==> src/rtl/source_streamer_pkg.sv <==
// Shared types and character constants for the assembler text streamer.
package source_streamer_pkg;

  typedef enum logic [1:0] {
    ASM_IDLE            = 2'd0,
    PC_MAPPING          = 2'd1,
    INSTRUCTION_MAPPING = 2'd2,
    ASM_DONE            = 2'd3
  } assembler_state_t;

  localparam logic [7:0] ASCII_NL  = 8'h0A;
  localparam logic [7:0] ASCII_NUL = 8'h00;

endpackage

==> src/rtl/source_streamer_imem_writer.sv <==
// Captures finished instructions from the assembler and writes them to
// consecutive instruction-memory words, counting how many were written.
module imem_writer
  import source_streamer_pkg::*;
#(
  parameter int AW = 8
) (
  input  logic          i_clk,
  input  logic          i_rst_n,
  input  logic          i_clear,
  input  logic          i_en,
  input  logic          i_done,
  input  logic [31:0]   i_instr,
  output logic          o_we,
  output logic [AW-1:0] o_addr,
  output logic [31:0]   o_data,
  output logic [AW:0]   o_count
);

  logic          r_we;
  logic [AW-1:0] r_addr;
  logic [31:0]   r_data;
  logic [AW:0]   r_count;
  logic [AW:0]   w_next_idx;

  // the count lags a write by one cycle, so fold an in-flight write into the next address
  assign w_next_idx = r_count + {{AW{1'b0}}, r_we};

  // capture one instruction per assembler done pulse
  always_ff @(posedge i_clk) begin
    if (!i_rst_n) begin
      r_we   <= 1'b0;
      r_addr <= {AW{1'b0}};
      r_data <= 32'h0000_0000;
    end else if (i_clear) begin
      r_we   <= 1'b0;
      r_addr <= {AW{1'b0}};
      r_data <= 32'h0000_0000;
    end else if (i_en && i_done) begin
      r_we   <= 1'b1;
      r_addr <= w_next_idx[AW-1:0];
      r_data <= i_instr;
    end else begin
      r_we   <= 1'b0;
      r_addr <= r_addr;
      r_data <= r_data;
    end
  end

  // instruction counter, advanced after each write strobe
  always_ff @(posedge i_clk) begin
    if (!i_rst_n) begin
      r_count <= {(AW+1){1'b0}};
    end else if (i_clear) begin
      r_count <= {(AW+1){1'b0}};
    end else if (r_we) begin
      r_count <= r_count + {{AW{1'b0}}, 1'b1};
    end else begin
      r_count <= r_count;
    end
  end

  assign o_we    = r_we;
  assign o_addr  = r_addr;
  assign o_data  = r_data;
  assign o_count = r_count;

endmodule

==> src/rtl/source_streamer.sv <==
// Streams program text from the text BRAM to the assembler, one character at a
// time, over two passes, and writes the resulting instructions to memory.
module source_streamer
  import source_streamer_pkg::*;
#(
  parameter int CHAR_PER_LINE = 64,
  parameter int NUMBER_LINES  = 256,
  parameter int READ_LATENCY  = 2,
  parameter int LINE_GAP      = 4
) (
  input  logic                                          clk_in,
  input  logic                                          rst_in,
  input  logic                                          start_in,
  output logic [$clog2(NUMBER_LINES*CHAR_PER_LINE)-1:0] text_addr_out,
  input  logic [7:0]                                    text_data_in,
  output logic                                          new_line,
  output logic                                          new_character,
  output logic [$clog2(NUMBER_LINES)-1:0]               line_count,
  output logic [$clog2(CHAR_PER_LINE)-1:0]              char_count,
  output logic [7:0]                                    incoming_character,
  output assembler_state_t                              assembler_state,
  input  logic                                          asm_done_in,
  input  logic                                          asm_error_in,
  input  logic [31:0]                                   asm_instruction_in,
  output logic                                          imem_we_out,
  output logic [$clog2(NUMBER_LINES)-1:0]               imem_addr_out,
  output logic [31:0]                                   imem_data_out,
  output logic                                          busy_out,
  output logic                                          error_out,
  output logic [$clog2(NUMBER_LINES)-1:0]               error_line_out,
  output logic [$clog2(NUMBER_LINES):0]                 inst_count_out
);

  localparam int LW   = $clog2(NUMBER_LINES);
  localparam int CW   = $clog2(CHAR_PER_LINE);
  localparam int AW   = $clog2(NUMBER_LINES*CHAR_PER_LINE);
  localparam int LATW = $clog2(READ_LATENCY+1);
  localparam int GW   = $clog2(LINE_GAP+1);

  typedef enum logic [3:0] {
    S_IDLE     = 4'd0,
    S_LINE     = 4'd1,
    S_FETCH    = 4'd2,
    S_WAIT     = 4'd3,
    S_EMIT     = 4'd4,
    S_GAP      = 4'd5,
    S_PASS_END = 4'd6,
    S_DONE     = 4'd7,
    S_ERROR    = 4'd8
  } state_t;

  state_t           r_state,     w_state;
  logic [LW-1:0]    r_line,      w_line;
  logic [CW-1:0]    r_char,      w_char;
  logic [LATW-1:0]  r_lat,       w_lat;
  logic [GW-1:0]    r_gap,       w_gap;
  logic [AW-1:0]    r_addr,      w_addr;
  logic             r_new_line,  w_new_line;
  logic             r_new_char,  w_new_char;
  logic [7:0]       r_inc,       w_inc;
  logic [7:0]       r_raw,       w_raw;
  assembler_state_t r_asm_state, w_asm_state;
  logic             r_busy,      w_busy;
  logic             r_err,       w_err;
  logic [LW-1:0]    r_err_line,  w_err_line;
  logic             w_clear;
  logic             w_active;
  logic             w_wr_en;

  assign w_active = (r_state == S_LINE) || (r_state == S_FETCH) || (r_state == S_WAIT) ||
                    (r_state == S_EMIT) || (r_state == S_GAP)   || (r_state == S_PASS_END);

  // next-state and next-output logic; pulses and the character are decided one cycle
  // ahead so that every output leaves a register
  always_comb begin
    w_state     = r_state;
    w_line      = r_line;
    w_char      = r_char;
    w_lat       = r_lat;
    w_gap       = r_gap;
    w_addr      = r_addr;
    w_new_line  = 1'b0;
    w_new_char  = 1'b0;
    w_inc       = r_inc;
    w_raw       = r_raw;
    w_asm_state = r_asm_state;
    w_busy      = r_busy;
    w_err       = r_err;
    w_err_line  = r_err_line;
    w_clear     = 1'b0;
    if (w_active && asm_error_in) begin
      w_state     = S_ERROR;
      w_err       = 1'b1;
      w_err_line  = r_line;
      w_busy      = 1'b0;
      w_asm_state = ASM_IDLE;
    end else begin
      case (r_state)
        S_IDLE, S_DONE, S_ERROR: begin
          if (start_in) begin
            w_state     = S_LINE;
            w_line      = LW'(0);
            w_char      = CW'(0);
            w_asm_state = PC_MAPPING;
            w_busy      = 1'b1;
            w_err       = 1'b0;
            w_err_line  = LW'(0);
            w_new_line  = 1'b1;
            w_clear     = 1'b1;
          end else begin
            w_state = r_state;
          end
        end
        S_LINE: begin
          w_state = S_FETCH;
          w_addr  = {r_line, r_char};
        end
        S_FETCH: begin
          w_state = S_WAIT;
          w_lat   = LATW'(READ_LATENCY-1);
        end
        S_WAIT: begin
          if (r_lat == LATW'(0)) begin
            w_state    = S_EMIT;
            w_raw      = text_data_in;
            w_new_char = !((text_data_in == ASCII_NUL) && (r_char == CW'(0)));
            w_inc      = (text_data_in == ASCII_NUL) ? ASCII_NL : text_data_in;
          end else begin
            w_lat = r_lat - LATW'(1);
          end
        end
        S_EMIT: begin
          if ((r_raw == ASCII_NUL) && (r_char == CW'(0))) begin
            w_state = S_PASS_END;
          end else if ((r_raw == ASCII_NUL) || (r_raw == ASCII_NL) ||
                       (r_char == CW'(CHAR_PER_LINE-1))) begin
            w_state = S_GAP;
            w_gap   = GW'(LINE_GAP-1);
          end else begin
            w_state = S_FETCH;
            w_char  = r_char + CW'(1);
            w_addr  = {r_line, w_char};
          end
        end
        S_GAP: begin
          if (r_gap != GW'(0)) begin
            w_gap = r_gap - GW'(1);
          end else if (r_line == LW'(NUMBER_LINES-1)) begin
            w_state = S_PASS_END;
          end else begin
            w_state    = S_LINE;
            w_line     = r_line + LW'(1);
            w_char     = CW'(0);
            w_new_line = 1'b1;
          end
        end
        S_PASS_END: begin
          if (r_asm_state == PC_MAPPING) begin
            w_state     = S_LINE;
            w_asm_state = INSTRUCTION_MAPPING;
            w_line      = LW'(0);
            w_char      = CW'(0);
            w_new_line  = 1'b1;
          end else begin
            w_state     = S_DONE;
            w_asm_state = ASM_DONE;
            w_busy      = 1'b0;
          end
        end
        default: begin
          w_state = S_IDLE;
        end
      endcase
    end
  end

  // state and output registers
  always_ff @(posedge clk_in) begin
    if (!rst_in) begin
      r_state     <= S_IDLE;
      r_line      <= LW'(0);
      r_char      <= CW'(0);
      r_lat       <= LATW'(0);
      r_gap       <= GW'(0);
      r_addr      <= AW'(0);
      r_new_line  <= 1'b0;
      r_new_char  <= 1'b0;
      r_inc       <= 8'h00;
      r_raw       <= 8'h00;
      r_asm_state <= ASM_IDLE;
      r_busy      <= 1'b0;
      r_err       <= 1'b0;
      r_err_line  <= LW'(0);
    end else begin
      r_state     <= w_state;
      r_line      <= w_line;
      r_char      <= w_char;
      r_lat       <= w_lat;
      r_gap       <= w_gap;
      r_addr      <= w_addr;
      r_new_line  <= w_new_line;
      r_new_char  <= w_new_char;
      r_inc       <= w_inc;
      r_raw       <= w_raw;
      r_asm_state <= w_asm_state;
      r_busy      <= w_busy;
      r_err       <= w_err;
      r_err_line  <= w_err_line;
    end
  end

  // writes happen only while the second pass is live and no error is being raised
  assign w_wr_en = (r_asm_state == INSTRUCTION_MAPPING) && !asm_error_in;

  imem_writer #(
    .AW (LW)
  ) u_imem_writer (
    .i_clk   (clk_in),
    .i_rst_n (rst_in),
    .i_clear (w_clear),
    .i_en    (w_wr_en),
    .i_done  (asm_done_in),
    .i_instr (asm_instruction_in),
    .o_we    (imem_we_out),
    .o_addr  (imem_addr_out),
    .o_data  (imem_data_out),
    .o_count (inst_count_out)
  );

  assign text_addr_out      = r_addr;
  assign new_line           = r_new_line;
  assign new_character      = r_new_char;
  assign line_count         = r_line;
  assign char_count         = r_char;
  assign incoming_character = r_inc;
  assign assembler_state    = r_asm_state;
  assign busy_out           = r_busy;
  assign error_out          = r_err;
  assign error_line_out     = r_err_line;

endmodule

==> config.mk <==
export PLATFORM = sky130hd
export DESIGN_NAME = source_streamer
export DESIGN_NICKNAME = d
export VERILOG_FILES = /design/src/rtl/source_streamer_pkg.sv /design/src/rtl/source_streamer_imem_writer.sv /design/src/rtl/source_streamer.sv
export SDC_FILE = /design/constraint.sdc
export NUM_CORES = 1
export LEC_CHECK = 0
export CAP_MARGIN = 30
export CORE_MARGIN = 2
export CORE_UTILIZATION = 25
export DETAILED_ROUTE_END_ITERATION = 10
export PLACE_DENSITY = 0.53
export SLEW_MARGIN = 20
export SYNTH_ARGS = -nofsm -noshare
export SYNTH_HDL_FRONTEND = slang
export SYNTH_SLANG_ARGS = --single-unit
==> constraint.sdc <==
create_clock -name clk_in -period 7.9 [get_ports clk_in]
set_clock_uncertainty 0.15 [all_clocks]
set_input_delay 2.37 -clock clk_in [delete_from_list [all_inputs] [get_ports clk_in]]
set_output_delay 2.37 -clock clk_in [all_outputs]
set_load 0.02 [all_outputs]
# After elaboration in Yosys (flattened, before gate mapping)
# Cells that the tools add are included.
# op_classes
reduce_logical,43
bitwise_logic,4
eq_ne,27
n_addsub,6
n_mux,50
# op_table
op,n
$mux W8,7
$mux W6,6
$mux W14,2
$pmux W14 S2,1
$pmux W4 S7,1
$pmux W6 S4,1
$pmux W8 S3,1
$mux W3,7
$eq A4 B3 Y1 const B,4
$logic_not A8 Y1,2
$mux W4,4
$reduce_and A3 Y1,5
$ne A2 B2 Y1 const B,7
$mux W1,13
$reduce_bool A2 Y1,6
$add A9 B1 Y9 const B,1
$add A8 B1 Y8,1
$add A8 B1 Y8 const B,1
$eq A4 B2 Y1 const B,2
$eq A8 B4 Y1 const B,1
$eq A8 B8 Y1 const B,1
$ne A2 B1 Y1 const B,4
$pmux W2 S2,2
$reduce_and A8 Y1,1
other kinds (30),49
# word_totals
regBits,117
wordCells,149
out_inout_bits,100

# Longest topological paths before layout
# depth
word_depth,9
depth_mapped,9

# Cells and area by module
# A second synthesis with hierarchy kept.
# unflattened
hier_cells,643
hier_area_um2,5175.0
# by_module_without_submodules
module,instances,seq_area_each_um2,area_each_um2,cells_each
source_streamer,1,1341.3,3275.6,411
imem_writer,1,1001.0,1899.3,232

# Worst setup path before layout
# Ideal clock, no wire load.
# synth_path
path_type,input to register
startpoint,input start_in
endpoint,"register r_char[4], in the netlist char_count[4]"
arrival_ns,3.755
path_buffers,1
required_time_ns,7.633
setup_slack_ns,3.878
setup_ns,0.117
path_stages,6
path_cell_list,nand2_1 > a32oi_2 > o2111ai_2 > buf_6 > or4_1 > a32o_1
# synth_between
elab_chain_cells,2
# synth_lines
element,line_no,rtl
"start, declared",source_streamer.sv:13,"input logic start_in,"
$ne A2 B2 Y1 (no line),-,
$reduce_and A8 Y1 (no line),-,
"end signal, assigned",source_streamer.sv:197,r_char <= w_char;
"end, declared",source_streamer.sv:54,"logic [CW-1:0] r_char, w_char;"
# Every way passes these cells.
# A chain may end at the register's enable or synchronous reset.

# Worst setup path after layout
# layout_path
startpoint,input start_in
endpoint,"register r_char[3], in the netlist char_count[3]"
# Same word-level chain as after synthesis.

==> metrics.md <==
| Metric | Value |
|---|---|
| Top sig layer | `met4` |
| Post-CTS Hold Buffers | `0` |
| Post-route ant nets | `0` |
| Register bit total from synthesis | `117` |
| Chip height | `147 um` |
| Largest net degree at the start of global routing | `52` |
| CTS clk-pin slew, worst paths | `roughly 0.050 ns` |
| Clock Sinks | `117` |
| Arr. time, crit path | `4.58 ns` |
| Synthesized Nets | `676` |
| DRT Wirelength | `14400 um` |
| Layout area overhead | `44.4%` |
| Routed wire per std cell | `approximately 14 um` |
| Leak | `between 2 and 3 nW` |
| First-pass DRT Iterations | `4` |
| CP max FO | `12` |
| TritonCTS clock tree | `done` |
| Avg Vias per Cell | `about 4.7` |
| Pwr/cell area | `about 240 nW/um2` |
| DRC violations left | `0` |
| Fin crit period | `approximately 4.4 ns` |
| WP buf/inv | `1` |
| Synthesized instance count | `slightly above 600` |
| H-tree levels | `4` |
| Worst min-delay path category | `reg -> reg` |
| Max-slew headroom | `between 50% and 60%` |
| CP Class | `in -> reg` |
| Met2 WL post-DR | `6530 um` |
| Post-synthesis sequential area ratio | `45.9%` |
| Max Root-Sink Buffers | `2` |
| Endpoints failing hold | `0` |
| Status | `finished clean` |
| Routability Congestion | `between 0.7 and 0.8` |
| Fmax | `between 200 and 250 MHz` |
| Post-detail-place hpwl | `around 10000 um` |
| Crit path largest cell delay | `around 0.63 ns` |
| Horiz. Die Dim | `147 um` |
| Slew Viols, Final | `0` |
| # port buffers | `between 100 and 150` |
| Worst Setup Start Kind | `input port` |
| Nature of the critical path endpoint | `register` |
| Max VDD drop | `0.145 mV` |
| Antenna violations before repair | `0` |
| 1st-iter DRT viols | `around 310` |
| WHS | `a little over 0.3 ns` |
| Main flop type after synthesis | `dfxtp_1` |
| EDFF count, synth | `0` |
| Mapped cell area | `approximately 5100 um2` |
| CP delay by family, top | `compound AO/OA/AOI/OAI gates` |
| Worst R2R End | `text_addr_out[2]` |
| Cell chain of the critical path | `clkdlybuf4s50_1 > nand2_1 > a32oi_2 > o2111ai_2 > or4_1 > a32o_1` |
| # diodes | `0` |
| R2R cell count | `6` |
| Layout cells sized above 1 | `6.42%` |
| M1 wire length | `roughly 6700 um` |
| Boundary pin count | `roughly 150` |
| R2R setup slack | `approximately 4.9 ns` |
| Largest area contributor in the netlist | `dfxtp_1` |
| Mean post-synth cell area | `between 8 and 9 um2` |
| Final setup vio count | `0` |
| YS warnings | `0` |
| Row count | `52` |
| Num CTS Buffers | `17` |
| Req. time, crit path | `a little over 8 ns` |
| Clock Latency Late Sink | `slightly above 0.4 ns` |
| Yosys top cell area share | `between 40% and 50%` |
| Synth cell types | `58` |
| Setup bufs post-CTS | `0` |
| Worst-margin pin slew | `roughly 0.73 ns` |
| Slowest cell on the critical path | `or4_1` |
| Unrepaired setup endpoints after global routing | `false` |
| Post-layout nets | `805` |
| Number of global-route vias before repair | `between 4k and 5k` |
| Core area | `20100 um2` |
| Final setup TNS | `0 ns` |
| Post_cts resized | `0` |
| Synth area leaders | `dfxtp_1 (46%), nand2_1 (10%), a21oi_1 (6.0%), nor2_1 (3.8%), mux2i_1 (3.1%)` |
| Post-synth ARST share | `0%` |
| CP Launch Point | `start_in` |
| Critical path depth in cells | `6` |
| Routed vias | `4807` |
| R2r startpoint | `r_state[1]` |
| Starting Density | `25.4%` |
| Clk root buf | `clkbuf_16` |
| GRT Util Overall | `roughly 14%` |
| Grt total ovfl | `0` |
| Metal3 WL | `1110 um` |
| Final Cycle Share | `56.0%` |
| Die area | `~22000 um2` |
| Number of max-cap violations | `0` |
| Worst setup endpoint | `char_count[3]` |
| First-pass GRT wire length | `between 20000 and 25000 um` |
==> metrics by stage <==
step	utilization, %	total power (W)	instance area (um2)	worst slack (ns)	instances
after global routing	36.6	0.00188	7360	3.39	1033
after detailed placement	33.6	0.00102	6760	3.09	1001
after global placement	33.6	0.00102	6760	3.15	1001
after floorplan	-	0.000915	5100	3.88	621
after CTS	36.6	0.00182	7360	3.53	1033
final	36.6	0.00179	7360	3.47	1033
==> cells by family (layout without fill, tap and decap cells) <==
family | after synthesis | in the layout | share of synthesized area (%)
DFF | 117 | 117 | 45.9
xor gates and xnor gates | 18 | 18 | 3.09
buffers and inverters | 53 | 195 | 4.17
AOI/OAI and AO/OA | 123 | 123 | 15.5
adders and majority gates | 10 | 10 | 2.45
and+or+nand+nor | 284 | 284 | 25.7
muxes | 16 | 16 | 3.14
==> cell type report <==
class / instances / area (um2)
multi-input cells: 451 / 2540
well taps: 270 / 338
clock buffers: 20 / 447
clock inverters: 12 / 154
inverters: 13 / 48.8
flip-flops and latches: 117 / 2340
fillers: 2054 / 12700
repair buffers: 150 / 1490
==> state kept, by name (all words and copies together) (netlist names), 2 cells and up <==
| register | cells |
|---|---|
| r_raw | 8 |
| assembler_state | 2 |
| char_count | 6 |
| u_imem_writer.o_addr | 8 |
| u_imem_writer.o_data | 32 |
| incoming_character | 8 |
| r_state | 4 |
| error_line_out | 8 |
| u_imem_writer.o_count | 9 |
| line_count | 8 |
| r_gap | 3 |
| r_lat | 2 |
| text_addr_out | 14 |
==> worst register-to-register path, cell delays in order, from the launching register on <==
cell and delay, ns:
dfxtp_1 0.67, nor2_1 0.15, nand3b_1 0.34, clkinv_1 0.36, a31oi_1 0.36, or2_1 0.64
mux2i_1 0.26
==> cell usage in the layout, fill, tap and decap left out, drive strengths merged, types with 4 or more instances in the layout <==
cell and count:
and3 9, nor4 10, xnor2 10, nor3 12, nor2 52, o21ai 14, a22oi 8, nand4 9
nand3 20, nand2 139, o22ai 4, clkinv 7, or3 5, clkbuf 20, dfxtp 117, ha 10
xor2 8, inv 12, a211oi 8, nand2b 5, clkdlybuf4s50 144, a21oi 61, buf 6, mux2i 16
==> worst min path at each step <==
stage          slack, ns                       end  cells past startpoint                      from
2_1_floorplan       0.29                  r_raw[5]                      2                  r_raw[5]
3_3_place_gp        0.29  u_imem_writer.o_data[28]                      2  u_imem_writer.o_data[28]
6_report            0.30   u_imem_writer.o_data[2]                      2   u_imem_writer.o_data[2]
3_5_place_dp        0.30  u_imem_writer.o_data[12]                      2  u_imem_writer.o_data[12]
5_1_grt             0.32  u_imem_writer.o_data[15]                      2  u_imem_writer.o_data[15]
4_1_cts             0.30  u_imem_writer.o_data[12]                      2  u_imem_writer.o_data[12]
==> Yosys cell counts, types with 5 or more instances <==
master / number
dfxtp_1: 117
xnor2_1: 10
a211oi_1: 8
nor2_1: 52
and3_1: 9
o21ai_0: 13
mux2i_1: 16
inv_1: 11
nor4_1: 10
nand2b_1: 5
or3_1: 5
clkbuf_1: 36
xor2_1: 8
nor3_1: 11
ha_1: 10
nand3_1: 20
a22oi_1: 8
a21oi_1: 61
nand4_1: 9
nand2_1: 139
==> layer usage <==
layer | global-route usage (%) | vias up
met3 | 5.28 | 10
met5 | 0 | -
met4 | 3.88 | 0
li1 | - | 2430
met2 | 21.3 | 139
met1 | 17.3 | 2228
==> power breakdown <==
part	internal [W]	total, W	switching (W)
logic	0.000140	0.000366	0.000225
clock network	0.000504	0.000784	0.000280
registers	0.000608	0.000643	0.0000344
No activity file was read; power rests on OpenSTA's default activity.
